## config.mk

```make
export PLATFORM = sky130hd
export DESIGN_NAME = nibble_serial_adder_ctrl
export DESIGN_NICKNAME = d
export VERILOG_FILES = /design/src/rtl/serial_add_pkg.sv /design/src/rtl/nibble_adder.sv /design/src/rtl/nibble_serial_adder_ctrl.sv
export SDC_FILE = /design/constraint.sdc
export NUM_CORES = 1
export LEC_CHECK = 0
export BUFFER_PORTS_ARGS = -buffer_cell sky130_fd_sc_hd__buf_4
export CORE_MARGIN = 8
export CORE_UTILIZATION = 54
export DETAILED_ROUTE_END_ITERATION = 10
export HOLD_SLACK_MARGIN = 0.15
export PLACE_DENSITY = 0.79
export REMOVE_ABC_BUFFERS = 1
export SLEW_MARGIN = 20
export SYNTH_ARGS = -nofsm -noshare
export SYNTH_HDL_FRONTEND = slang
export SYNTH_HIERARCHICAL = 1
export SYNTH_SLANG_ARGS = --single-unit
export TNS_END_PERCENT = 1
```

## constraint.sdc

```tcl
create_clock -name clk -period 3 [get_ports clk]
set_input_delay 0.3 -clock clk [delete_from_list [all_inputs] [get_ports clk]]
set_output_delay 0.3 -clock clk [all_outputs]
set_load 0.05 [all_outputs]
```

## src/rtl/serial_add_pkg.sv

```systemverilog
// Shared definitions for the nibble-serial adder: nibble width, FSM encoding
// and a constant clog2 used to size the nibble index.
package serial_add_pkg;

  localparam int NIBBLE_W = 4;

  typedef enum logic [1:0] {
    S_IDLE = 2'd0,
    S_RUN  = 2'd1,
    S_DONE = 2'd2
  } state_t;

  function automatic int clog2(input int n);
    int r;
    r = 0;
    while ((1 << r) < n) r++;
    return r;
  endfunction

endpackage

```

## src/rtl/nibble_adder.sv

```systemverilog
// Purely combinational 4-bit adder with carry in/out; the one adder shared by
// every nibble of a serial operation.
module nibble_adder
  import serial_add_pkg::*;
(
  input  logic [NIBBLE_W-1:0] a,
  input  logic [NIBBLE_W-1:0] b,
  input  logic                cin,
  output logic [NIBBLE_W-1:0] sum,
  output logic                cout
);

  assign {cout, sum} = {1'b0, a} + {1'b0, b} + {{NIBBLE_W{1'b0}}, cin};

endmodule

```

## src/rtl/nibble_serial_adder_ctrl.sv

```systemverilog
// Adds WIDTH-bit operands one nibble per clock, LSB first, between a
// valid/ready source and sink. Define SERIAL_SUB_EN to make 'sub' select A-B.
module nibble_serial_adder_ctrl
  import serial_add_pkg::*;
#(
  parameter int WIDTH = 16
) (
  input  logic             clk,
  input  logic             rst_n,
  input  logic             in_valid,
  output logic             in_ready,
  input  logic [WIDTH-1:0] a,
  input  logic [WIDTH-1:0] b,
  input  logic             sub,
  output logic             out_valid,
  input  logic             out_ready,
  output logic [WIDTH-1:0] sum,
  output logic             carry_out,
  output logic             busy
);

  localparam int NIBBLES = WIDTH / NIBBLE_W;
  localparam int IDX_W   = (clog2(NIBBLES) < 1) ? 1 : clog2(NIBBLES);
  localparam logic [IDX_W-1:0] LAST_IDX = IDX_W'(NIBBLES - 1);

  generate
    if (WIDTH < NIBBLE_W || (WIDTH % NIBBLE_W) != 0) begin : g_bad_width
      $error("nibble_serial_adder_ctrl: WIDTH must be a multiple of 4 and >= 4");
    end
  endgenerate

  state_t               state;
  logic [WIDTH-1:0]     a_r;
  logic [WIDTH-1:0]     b_r;     // already inverted for subtraction
  logic [IDX_W-1:0]     idx;
  logic                 carry;
  logic [NIBBLE_W-1:0]  nib_a;
  logic [NIBBLE_W-1:0]  nib_b;
  logic [NIBBLE_W-1:0]  nib_sum;
  logic                 nib_cout;

  assign nib_a = a_r[idx*NIBBLE_W +: NIBBLE_W];
  assign nib_b = b_r[idx*NIBBLE_W +: NIBBLE_W];

  nibble_adder u_nibble_adder (
    .a    (nib_a),
    .b    (nib_b),
    .cin  (carry),
    .sum  (nib_sum),
    .cout (nib_cout)
  );

`ifndef SERIAL_SUB_EN
  logic unused_sub;
  assign unused_sub = sub;
`endif

  // NOTE: state and outputs use non-blocking assignments so every register
  // samples the pre-edge values, independent of statement order.
  always_ff @(posedge clk) begin
    if (!rst_n) begin
      // NOTE: operand registers are reset too; they are few flops and this
      // keeps the datapath free of X after reset.
      state     <= S_IDLE;
      in_ready  <= 1'b1;
      out_valid <= 1'b0;
      busy      <= 1'b0;
      sum       <= '0;
      carry_out <= 1'b0;
      idx       <= '0;
      carry     <= 1'b0;
      a_r       <= '0;
      b_r       <= '0;
    end else begin
      case (state)
        S_IDLE: begin
          if (in_valid && in_ready) begin
            a_r      <= a;
`ifdef SERIAL_SUB_EN
            b_r      <= sub ? ~b : b;
            carry    <= sub;
`else
            b_r      <= b;
            carry    <= 1'b0;
`endif
            idx      <= '0;
            in_ready <= 1'b0;
            busy     <= 1'b1;
            state    <= S_RUN;
          end
        end
        S_RUN: begin
          sum[idx*NIBBLE_W +: NIBBLE_W] <= nib_sum;
          carry <= nib_cout;
          if (idx == LAST_IDX) begin
            carry_out <= nib_cout;
            out_valid <= 1'b1;
            state     <= S_DONE;
          end else begin
            idx <= idx + 1'b1;
          end
        end
        S_DONE: begin
          if (out_valid && out_ready) begin
            out_valid <= 1'b0;
            in_ready  <= 1'b1;
            busy      <= 1'b0;
            state     <= S_IDLE;
          end
        end
        default: state <= S_IDLE;
      endcase
    end
  end

endmodule

```

Word-level counts from Yosys, hierarchy flattened --
Cells that the tools add are included.
Cells by class: shifts and indexed selects 4, reductions and logical operators 13, muxes and demuxes 17, equal/unequal tests 7, $add $sub $neg 4
Operators by type and width (number):
- 4-bit negator with 34-bit output | 1
- 4-bit by 34-bit variable shift with 16-bit output (first input constant) | 1
- 4-bit by 34-bit variable part select with 16-bit output | 1
- 16-bit by 5-bit variable part select with 4-bit output | 2
- 16-bit bitwise mux | 1
- 3-bit AND reduction | 4
- 2-bit 2-to-1 mux | 5
- 2-bit inequality test (second input constant) | 4
- 1-bit one-hot mux with 2 select lines | 4
- 2-bit one-hot mux with 3 select lines | 1
- 2-bit AND reduction | 3
- 2-bit nonzero test | 3
- 4-bit by 4-bit adder with 5-bit output | 1
- 5-bit by 1-bit adder with 5-bit output | 1
- 1-bit 2-to-1 mux | 5
- 2-bit equality test (second input constant) | 2
- 2-bit one-hot mux with 2 select lines | 1
- 2-bit by 1-bit adder with 2-bit output (second input constant) | 1
- 2-bit by 1-bit equality test with 1-bit output (second input constant) | 1
- 1-bit logical AND | 2
- 2-bit logical NOT | 1
Storage, ports and cells: logic and storage cells 55, flip-flop bits (word level) 57, bits of input ports 37, output and inout port bits 20

Depth between registers and ports, before layout --
Gate-level depths: netlist of the first run.
depth after elaboration 5, gate-level depth with buffers 10

Modules after synthesis --
The synthesis of the first run kept the hierarchy.
Modules (own cells, without submodules):
- nibble_serial_adder_ctrl | times used 1, area an instance 2551.2 um2, cells an instance 271, sequential area each 1141.1 um2
- nibble_adder | times used 1, area an instance 143.9 um2, cells an instance 16, sequential area each 0.0 um2

Least setup slack after synthesis of the first run --
OpenSTA, ideal clock, no wires.
path kind flip-flop to flip-flop, start point reg idx[0], end point reg sum[1], arrival 2392 ps, library setup time 70 ps, path buffers 1, setup slack 538 ps, cell stages (with the launch flop) 9, cell sequence dfxtp_1 buf_6 mux4_2 fa_1 inv_1 fa_1 inv_1 nand4_1 a21boi_1
Between the ends: longest elaborated chain between the ends 5, elaborated cells between the ends (all ways) 8, classes of those cells 3 x add/sub; 4 x shift; 1 x mux
RTL lines:
- start: declaration | line nibble_serial_adder_ctrl.sv:35 | logic [IDX_W-1:0] idx;
- start signal: assignment | line nibble_serial_adder_ctrl.sv:100 | idx <= idx + 1'b1;
- 16-bit by 5-bit variable part select with 4-bit output | line nibble_serial_adder_ctrl.sv:42 | assign nib_a = a_r[idx*NIBBLE_W +: NIBBLE_W];
- named net nib_a[0] | line nibble_serial_adder_ctrl.sv:37 | logic [NIBBLE_W-1:0] nib_a;
- 4-bit by 4-bit adder with 5-bit output | line nibble_adder.sv:13 | assign {cout, sum} = {1'b0, a} + {1'b0, b} + {{NIBBLE_W{1'b0}}, cin};
- 5-bit by 1-bit adder with 5-bit output | line nibble_adder.sv:13
- named net nib_sum[1] | line nibble_serial_adder_ctrl.sv:39 | logic [NIBBLE_W-1:0] nib_sum;
- 4-bit by 34-bit variable part select with 16-bit output | line nibble_serial_adder_ctrl.sv:93 | sum[idx*NIBBLE_W +: NIBBLE_W] <= nib_sum;
- 16-bit bitwise mux | line nibble_serial_adder_ctrl.sv:93
- end signal: indexed assignment | line nibble_serial_adder_ctrl.sv:93
- end: declaration | line nibble_serial_adder_ctrl.sv:17 | output logic [WIDTH-1:0] sum,
The timed path passes the listed nets, and every way through them passes these cells. A chain may end at the register's enable or synchronous reset.

Final worst setup path of the first run --
start point reg idx[0], end point reg sum[3]
Same word-level chain as after synthesis.

==> results of run 1 <==
## final cells by class
type                    count  area [um^2]
clock buffers              14          163
inverters                   7         26.3
well taps                  67         83.8
multi-input cells         205         1410
flip-flops and latches     57         1140
repair buffers             57          428
fillers                   421         1500
## registers in the layout, summed over array words and instances (netlist names)
name / flops
a_r: 16
b_r: 16
sum: 16
idx: 2
state: 2
busy: 1
carry: 1
carry_out: 1
in_ready: 1
out_valid: 1
## critical path, delay by kind of cell (launching register included)
kind / cells / cell delay, ps
AND/OR/NAND/NOR: 1 / 150
multiplexers: 1 / 540
buffers and inverters: 1 / 280
XOR/XNOR: 1 / 250
flip-flops: 1 / 470
adder cells (fa/ha/maj): 1 / 310
AO/OA/AOI/OAI: 3 / 470
## kinds of logic after synthesis
family / after synthesis / share of synthesized area, %
adder cells (fa/ha/maj): 11 / 5.66
XOR/XNOR: 2 / 0.650
multiplexers: 9 / 7.24
AND/OR/NAND/NOR: 123 / 22.4
AO/OA/AOI/OAI: 60 / 16.5
buffers and inverters: 25 / 5.20
flip-flops: 57 / 42.3
## report_power, final
part	internal [mW]	leakage, nW	total (mW)	switching (mW)
registers	0.795	0.465	0.822	0.0264
logic	0.114	0.805	0.264	0.149
clock network	0.337	0.0826	0.608	0.272
total	1.25	1.35	1.69	0.448
## worst min-delay path by stage
stage | start | end | slack [ps] | cells after the start
floorplan | rst_n | busy$_SDFFE_PN0P_ | 410 | 2
global placement | sum[0]$_SDFFE_PN0P_ | sum[0]$_SDFFE_PN0P_ | 440 | 2
detailed placement | a_r[7]$_SDFFE_PN0P_ | a_r[7]$_SDFFE_PN0P_ | 440 | 2
CTS | a[9] | a_r[9]$_SDFFE_PN0P_ | 210 | 3
global route | b[8] | b_r[8]$_SDFFE_PN0P_ | 220 | 3
finish | a[9] | a_r[9]$_SDFFE_PN0P_ | 220 | 3
## metal layers
metal / up-vias / track usage, % / routed length (um)
met5: - / 0 / 0
met1: 986 / 18.6 / 2560
li1: 1083 / - / -
met2: 76 / 27.2 / 2820
met4: 0 / 8.14 / 90
met3: 8 / 4.73 / 312
## cell usage in the layout, fill, tap and decap left out, drive strengths merged
cell type / Yosys / final
nand3: 1 / 1
a21o: 2 / 2
o21ai: 3 / 3
or3b: 1 / 1
fa: 2 / 2
nor2b: 2 / 2
mux2: 1 / 1
a21oi: 2 / 2
a31o: 8 / 8
buf: 13 / 57
dfxtp: 57 / 57
mux4: 8 / 8
inv: 7 / 7
xnor2: 2 / 2
nand2: 87 / 87
nor3b: 1 / 1
nor2: 2 / 2
a21boi: 39 / 39
nand3b: 5 / 5
and2: 2 / 2
o22ai: 6 / 6
clkbuf: 5 / 14
nor4b: 1 / 1
and3: 8 / 8
and3b: 2 / 2
ha: 9 / 9
nor4: 2 / 2
nand4: 4 / 4
nand4bb: 1 / 1
nand2b: 3 / 3
and4bb: 1 / 1
## per-stage QoR
step | std cells | utilization, % | hold WS [ps]
after global placement | 393 | 65.1 | 438
after global routing | 407 | 68.5 | 224
after detailed placement | 393 | 65.1 | 443
after CTS | 407 | 68.5 | 211
after floorplan | 269 | - | 409
final | 407 | 68.5 | 218
==> run metrics, run 1 <==
run status=completed; slew at the pin closest to its max-slew limit=623 ps; pins over their slew limit=0; H-tree levels=3; Area growth syn-to-layout=20.8%; chip width=86.6 um; post-route minimum period=2550 ps; number of warnings printed during yosys synthesis=6; largest net degree at the start of global routing=63; number of flip-flops and latches in the synthesized netlist=57; # setup viols final=0; first-pass iteration count of the detailed router=4; average vias per placed instance=5.29; worst setup path endpoint=sum[3]$_SDFFE_PN0P_; largest fanout on the critical path=12; type of element launching the critical path=flop; syn avg cell area=9.39 um^2; clk root buf=sky130_fd_sc_hd__clkbuf_8; ratio of cells with drive above 1 in the final layout=26.8%; drt initial violations=126; series of cell instances along the critical path=buf_4 > mux4_2 > ha_1 > a21o_1 > a21oi_2 > xnor2_1 > nand4_1 > a21boi_1; net count of the finished layout=385; post-route cell area=0.00326 mm^2; area of the core=0.00475 mm^2; via count of the routed design=2153; setup clock skew after layout=5.82 ps; DR WL/cell=14.2 um; cell taking the most area after synthesis=sky130_fd_sc_hd__dfxtp_1; slowest stage cell on the critical path=sky130_fd_sc_hd__mux4_2; GP Congestion=0.777; worst skew pair latency=330 ps; leading post-synthesis cells by instance count=sky130_fd_sc_hd__nand2_1, sky130_fd_sc_hd__dfxtp_1, sky130_fd_sc_hd__a21boi_0, sky130_fd_sc_hd__a21boi_1, sky130_fd_sc_hd__ha_1; CTS Hold Bufs=0; ys async rst share=0%; commonest register cell after synthesis=sky130_fd_sc_hd__dfxtp_1; Final Power=1.69 mW; Worst Reg2Reg Path Length in Cells=8; number of global-route vias before repair=2138; worst r2r dst=sum[3]$_SDFFE_PN0P_; global-route congestion overflow total=0; number of buffers added on ports=55; Site Rows=25; number of diodes added for antenna fixing=0; deepest clock path buffer count=2; reg-to-reg slack, setup=450 ps; setup repair after global routing missed its margin=false; beginning of the worst register-to-register path=idx[0]$_SDFFE_PN0P_; # Max-Cap Violations=0; portion of synthesized cell area occupied by the leading cell type=42.3%; total I/O pin count=57; Die Y=86.6 um; EDFF count, synth=0; Post-Route WL=5.79 mm; pre-CTS WS=446 ps; Slew Limit Headroom=58.5%; starting density of the core=56.7%; WP data arrival=2810 ps; most frequently used cell type in the post-synthesis netlist=sky130_fd_sc_hd__nand2_1; die area=0.00751 mm^2; CTS tree=built; first-pass GRT wire length=9.67 mm; required time worst endpoint=3260 ps; Critical Path End Type=flop; Detail Route Antenna Nets=0; number of antenna violations at the first check in global routing=0; Syn Std Cell Area=0.00270 mm^2; number of setup buffers added after CTS=0; worst hold path type=input pin to flop; number of buffers created by CTS=9; post-detailed-placement half-perimeter wirelength=4.07 mm; Total Routing Usage GR=16.3%; CP max stage delay=540 ps; setup slack of the critical path after layout=446 ps; count of final hold-check violations=0; CTS sink cnt=57; ratio of final minimum period to clock period=85.1%; clock transition at the registers of the reported paths=60 ps; DRC Markers=0; quantity of gates resized following cts=0; peak supply drop=0.000320 V; number of unique standard cell types used by synthesis=39; leading cell types by total area after synthesis=sky130_fd_sc_hd__dfxtp_1, sky130_fd_sc_hd__nand2_1, sky130_fd_sc_hd__a21boi_0; achievable frequency=392 MHz; leakage power of the design=1.35 nW; placement-stage cell area=0.00309 mm^2; power density cells=520 mW/mm^2; worst setup path startpoint=idx[0]$_SDFFE_PN0P_; summed negative setup slack over all endpoints=0 ps; worst setup path class=flop to flop; register area share after synthesis=42.3%; synthesized instance count=287
Note: power is estimated with default switching activity, not from simulation.
==> run 2: changes to the inputs <==
==> constraint.sdc (replaced) <==
create_clock -name clk -period 3 [get_ports clk]
set_input_delay 0.6 -clock clk [delete_from_list [all_inputs] [get_ports clk]]
set_output_delay 0.6 -clock clk [all_outputs]
set_load 0.05 [all_outputs]
==> run 2 against run 1 <==
Effect of this change: non-clock buffer count stayed put; critical endpoint unchanged; power down 1.1%; clock power is 2% lower; utilization barely moved; highest routed layer unchanged; first-iteration DRC count up 30%; sequential share of layout area barely moved; flip-flop and latch count unchanged.
==> run metrics, run 2 (same netlist as run 1, synthesis figures left out) <==
run status=completed; GR Layer Usage met1=17.8%; register share of total power=49.0%; power density cells=515 mW/mm^2; peak supply drop=0.000409 V; area of the core=0.00475 mm^2; Area growth syn-to-layout=20.8%; final-layout fill cell count=407; drt initial violations=164; # setup viols final=0; switching portion of total power=27.2%; number of antenna violations at the first check in global routing=0; largest net degree at the start of global routing=63; post-route minimum period=2610 ps; summed negative setup slack over all endpoints=0 ps; relative contribution of the clock network to total power=35.4%; CTS Hold Bufs=0; first-pass iteration count of the detailed router=4; Die Y=86.6 um; Worst Reg2Reg Path Length in Cells=8; setup clock skew after layout=5.15 ps; number of buffers created by CTS=9; Post-Route WL=5.60 mm; Top Registers=a_r: 16 flops, b_r: 16 flops, sum: 16 flops; utilization after layout=68.4%; DR WL/cell=13.7 um; global-route congestion overflow total=0; achievable frequency=384 MHz; number of setup buffers added after CTS=0; design internal power=1.22 mW; largest fanout on the critical path=12; Non-Filler Instances=408; global-route met2 utilization=26.8%; Critical Path End Type=flop; ratio of final minimum period to clock period=86.8%; required time worst endpoint=3260 ps; routing layer with the top usage in global route=met2; switching power=0.455 mW; number of instances in the placed design=393; reg-to-reg slack, setup=390 ps; worst skew pair latency=330 ps; starting density of the core=56.7%; DRC Markers=0; clk root buf=sky130_fd_sc_hd__clkbuf_8; type of element launching the critical path=flop; average vias per placed instance=5.26; net count of the finished layout=385; leakage power of the design=1.36 nW; CTS sink cnt=57; chip width=86.6 um; met3 global-route usage=6.81%; clock transition at the registers of the reported paths=60 ps; WP data arrival=2860 ps; setup slack of the critical path after layout=395 ps; worst setup path startpoint=idx[0]$_SDFFE_PN0P_; post-detailed-placement half-perimeter wirelength=3.99 mm; deepest clock path buffer count=2; commonest cells after routing, fill and taps aside=sky130_fd_sc_hd__nand2_1, sky130_fd_sc_hd__dfxtp_1, sky130_fd_sc_hd__buf_4; pre-CTS WS=391 ps; setup repair after global routing missed its margin=false; worst hold path type=flop to flop; Slew Limit Headroom=57.2%; total I/O pin count=57; Total Routing Usage GR=16.3%; Detail Route Antenna Nets=0; via count of the routed design=2145; worst setup path class=flop to flop; pins over their slew limit=0; commonest non-fill, non-tap cell in the layout=sky130_fd_sc_hd__nand2_1; power share of the combinational group=15.7%; quantity of gates resized following cts=0; CTS tree=built; GP Congestion=0.774; # Max-Cap Violations=0; worst r2r dst=sum[3]$_SDFFE_PN0P_; number of global-route vias before repair=2112; Site Rows=25; worst setup path endpoint=sum[3]$_SDFFE_PN0P_; die area=0.00751 mm^2; number of diodes added for antenna fixing=0; H-tree levels=3; number of buffers added on ports=55; slew at the pin closest to its max-slew limit=642 ps; worst hold slack after final layout=450 ps; beginning of the worst register-to-register path=idx[0]$_SDFFE_PN0P_; count of final hold-check violations=0; first-pass GRT wire length=9.58 mm; ratio of cells with drive above 1 in the final layout=27.6%
-- run 2: final cells by class --
type	instances	area (um^2)	area share, %
Clock buffer	11	141	4.34
Clock inverter	4	20.0	0.615
Inverter	7	26.3	0.807
Multi-Input combinational cell	205	1410	43.4
Sequential cell	57	1140	35.1
Tap cell	67	83.8	2.58
Timing Repair Buffer	57	428	13.1
-- run 2: worst min-delay path by stage --
stage               slack (ps)                    to                  from  cells past startpoint
floorplan                  430   a_r[7]$_SDFFE_PN0P_   a_r[7]$_SDFFE_PN0P_                      2
global placement           440   sum[0]$_SDFFE_PN0P_   sum[0]$_SDFFE_PN0P_                      2
detailed placement         450  a_r[10]$_SDFFE_PN0P_  a_r[10]$_SDFFE_PN0P_                      2
CTS                        450   sum[1]$_SDFFE_PN0P_   sum[1]$_SDFFE_PN0P_                      2
global route               470   a_r[9]$_SDFFE_PN0P_   a_r[9]$_SDFFE_PN0P_                      2
finish                     450   sum[1]$_SDFFE_PN0P_   sum[1]$_SDFFE_PN0P_                      2
-- run 2: per-layer routing --
metal  up-vias  wire (um)
li1       1087          -
met1       991       2480
met2        59       2690
met3         8        351
met4         0         85
met5         -          0
-- run 2: power by group through the flow --
stage	combinational (mW)	sequential, mW	clock, mW
final	0.263	0.820	0.593
after global routing	0.290	0.827	0.648
after CTS	0.265	0.821	0.613
after detailed placement	0.264	0.838	0
after global placement	0.257	0.836	0
after floorplan	0.146	0.853	0
-- run 2: critical path, stage by stage, from the launching register on --
cell and delay (ps):
sky130_fd_sc_hd__dfxtp_1 470, sky130_fd_sc_hd__buf_4 290, sky130_fd_sc_hd__mux4_2 550, sky130_fd_sc_hd__ha_1 320, sky130_fd_sc_hd__a21o_1 180, sky130_fd_sc_hd__a21oi_2 150, sky130_fd_sc_hd__xnor2_1 250, sky130_fd_sc_hd__nand4_1 150
sky130_fd_sc_hd__a21boi_1 170
-- run 2: metrics by stage --
stage                     instance area (um^2)  power [mW]
final                                     3250        1.68
after detailed placement                  3090        1.10
after global placement                    3090        1.09
after CTS                                 3250        1.70
after floorplan                           2580        1.00
after global routing                      3250        1.76
==> run 3: changes to the inputs <==
- CORE_UTILIZATION: 54 -> 58
- PLACE_DENSITY: 0.79 -> 0.84
- clock period: 3 -> 3.38 ns (I/O delays scaled with it)
==> run 3 against run 2 <==
Effect of this change: via count up 1.2%; combinational power shrank 11%; critical path type unchanged; highest routed layer unchanged; largest power group unchanged; design area rose by 0.12%; global-route usage rose by 1.2 points; non-clock buffer count stayed put; largest cell class unchanged; utilization increased by 2.4 points.
==> run metrics, run 3 (same netlist as run 1, synthesis figures left out) <==
slew at the pin closest to its max-slew limit=666 ps; achievable frequency=371 MHz; net count of the finished layout=385; worst hold path type=flop to flop; power density cells=476 mW/mm^2; summed negative setup slack over all endpoints=0 ps; number of setup buffers added after CTS=0; run status=completed; # setup viols final=0; routed wire length on met2=2.82 mm; leakage power of the design=1.36 nW; peak supply drop=0.000287 V; met3 wire length=329 um; required time worst endpoint=3650 ps; ratio of final minimum period to clock period=79.6%; DRC Markers=0; number of instances in the placed design=380; Site Rows=25; Detail Route Antenna Nets=0; WP data arrival=2960 ps; utilization after layout=70.9%; GP Congestion=0.801; highest metal layer with signal wires=met4; die area=0.00708 mm^2; M1 wire length=2.72 mm; DR WL/cell=15.2 um; via count of the routed design=2170; chip width=84.2 um; global-route congestion overflow total=0; Die Y=84.2 um; clock transition at the registers of the reported paths=60 ps; worst skew pair latency=340 ps; Area growth syn-to-layout=20.9%; Post-Route WL=5.99 mm; setup clock skew after layout=4.77 ps; first-pass GRT wire length=10.2 mm; storage element area=0.00114 mm^2; H-tree levels=3; CTS sink cnt=57; count of final hold-check violations=0; pins over their slew limit=0; number of diodes added for antenna fixing=0; ratio of cells with drive above 1 in the final layout=27.6%; number of buffers added on ports=55; average vias per placed instance=5.49; number of buffers created by CTS=9; starting density of the core=58.6%; type of element launching the critical path=flop; first-pass iteration count of the detailed router=4; CTS Hold Bufs=0; final-layout fill cell count=388; series of cell instances along the critical path=mux4_2 > fa_1 > a21o_1 > a21oi_2 > xnor2_1 > nand4_1 > a21boi_1; Critical Path End Type=flop; CTS tree=built; total I/O pin count=57; post-detailed-placement half-perimeter wirelength=4.05 mm; slowest stage cell on the critical path=sky130_fd_sc_hd__dfxtp_1; commonest cells after routing, fill and taps aside=sky130_fd_sc_hd__nand2_1, sky130_fd_sc_hd__dfxtp_1, sky130_fd_sc_hd__buf_4; number of antenna violations at the first check in global routing=0; area of the core=0.00460 mm^2; drt initial violations=145; post-route cell area=0.00326 mm^2; worst setup path class=flop to flop; largest fanout on the critical path=7; post-route minimum period=2690 ps; placement-stage cell area=0.00308 mm^2; # Max-Cap Violations=0; deepest clock path buffer count=2; Total Routing Usage GR=17.5%; Top Registers=a_r: 16 flops, b_r: 16 flops, sum: 16 flops; largest net degree at the start of global routing=63; footprint of the multi-input gates=0.00141 mm^2; CP max stage delay=610 ps; quantity of gates resized following cts=0; number of global-route vias before repair=2244; Slew Limit Headroom=55.6%; clk root buf=sky130_fd_sc_hd__clkbuf_8; Non-Filler Instances=395; commonest non-fill, non-tap cell in the layout=sky130_fd_sc_hd__nand2_1; setup repair after global routing missed its margin=false
==> run 3: cell types whose count changed in the layout (fill, tap and decap cells not counted) <==
cell | previous run | this run
sky130_fd_sc_hd__clkinvlp_4 | 0 | 1
sky130_fd_sc_hd__clkbuf_8 | 10 | 12
sky130_fd_sc_hd__clkinv_2 | 4 | 1
==> run 3: layout make-up <==
type                    instances  share of cell area (%)
repair buffers                 57                    13.1
clock buffers                  13                    5.18
multi-input cells             205                    43.4
inverters                       7                   0.806
clock inverters                 2                   0.384
well taps                      54                    2.07
flip-flops and latches         57                    35.0
==> run 3: path summary, 6_finish.rpt <==
check                            from                   to  slack (ps)  depth (start not counted)
setup / recovery  idx[0]$_SDFFE_PN0P_  sum[3]$_SDFFE_PN0P_         690                          7
hold / removal    sum[0]$_SDFFE_PN0P_  sum[0]$_SDFFE_PN0P_         450                          2
setup reg to reg  idx[0]$_SDFFE_PN0P_  sum[3]$_SDFFE_PN0P_         690                          7
hold reg to reg   sum[0]$_SDFFE_PN0P_  sum[0]$_SDFFE_PN0P_         450                          2
==> run 3: worst max-delay path, delay by kind of cell (launching register included) <==
kind	cells	cell delay [ps]
simple gates	1	150
xor+xnor	1	270
fa+ha+maj	1	450
compound gates	3	530
flops	1	610
mux	1	600
==> run 3: where the power goes <==
group | total (mW) | switching (mW) | internal [mW]
sequential | 0.731 | 0.0251 | 0.706
clock | 0.584 | 0.263 | 0.321
combinational | 0.235 | 0.134 | 0.102
==> run 3: per-stage QoR <==
step	hold slack, ps	setup slack (ps)	power [mW]
2_1_floorplan	430	767	0.887
3_5_place_dp	445	694	0.978
4_1_cts	451	674	1.55
3_3_place_gp	439	753	0.968
6_report	448	688	1.55
5_1_grt	476	495	1.61
==> run 3: routing by layer <==
layer  up-vias  track usage (%)
met1      1004             20.8
met2        68             27.3
met4         0             8.95
met3        10             5.81
li1       1088                -
met5         -                0
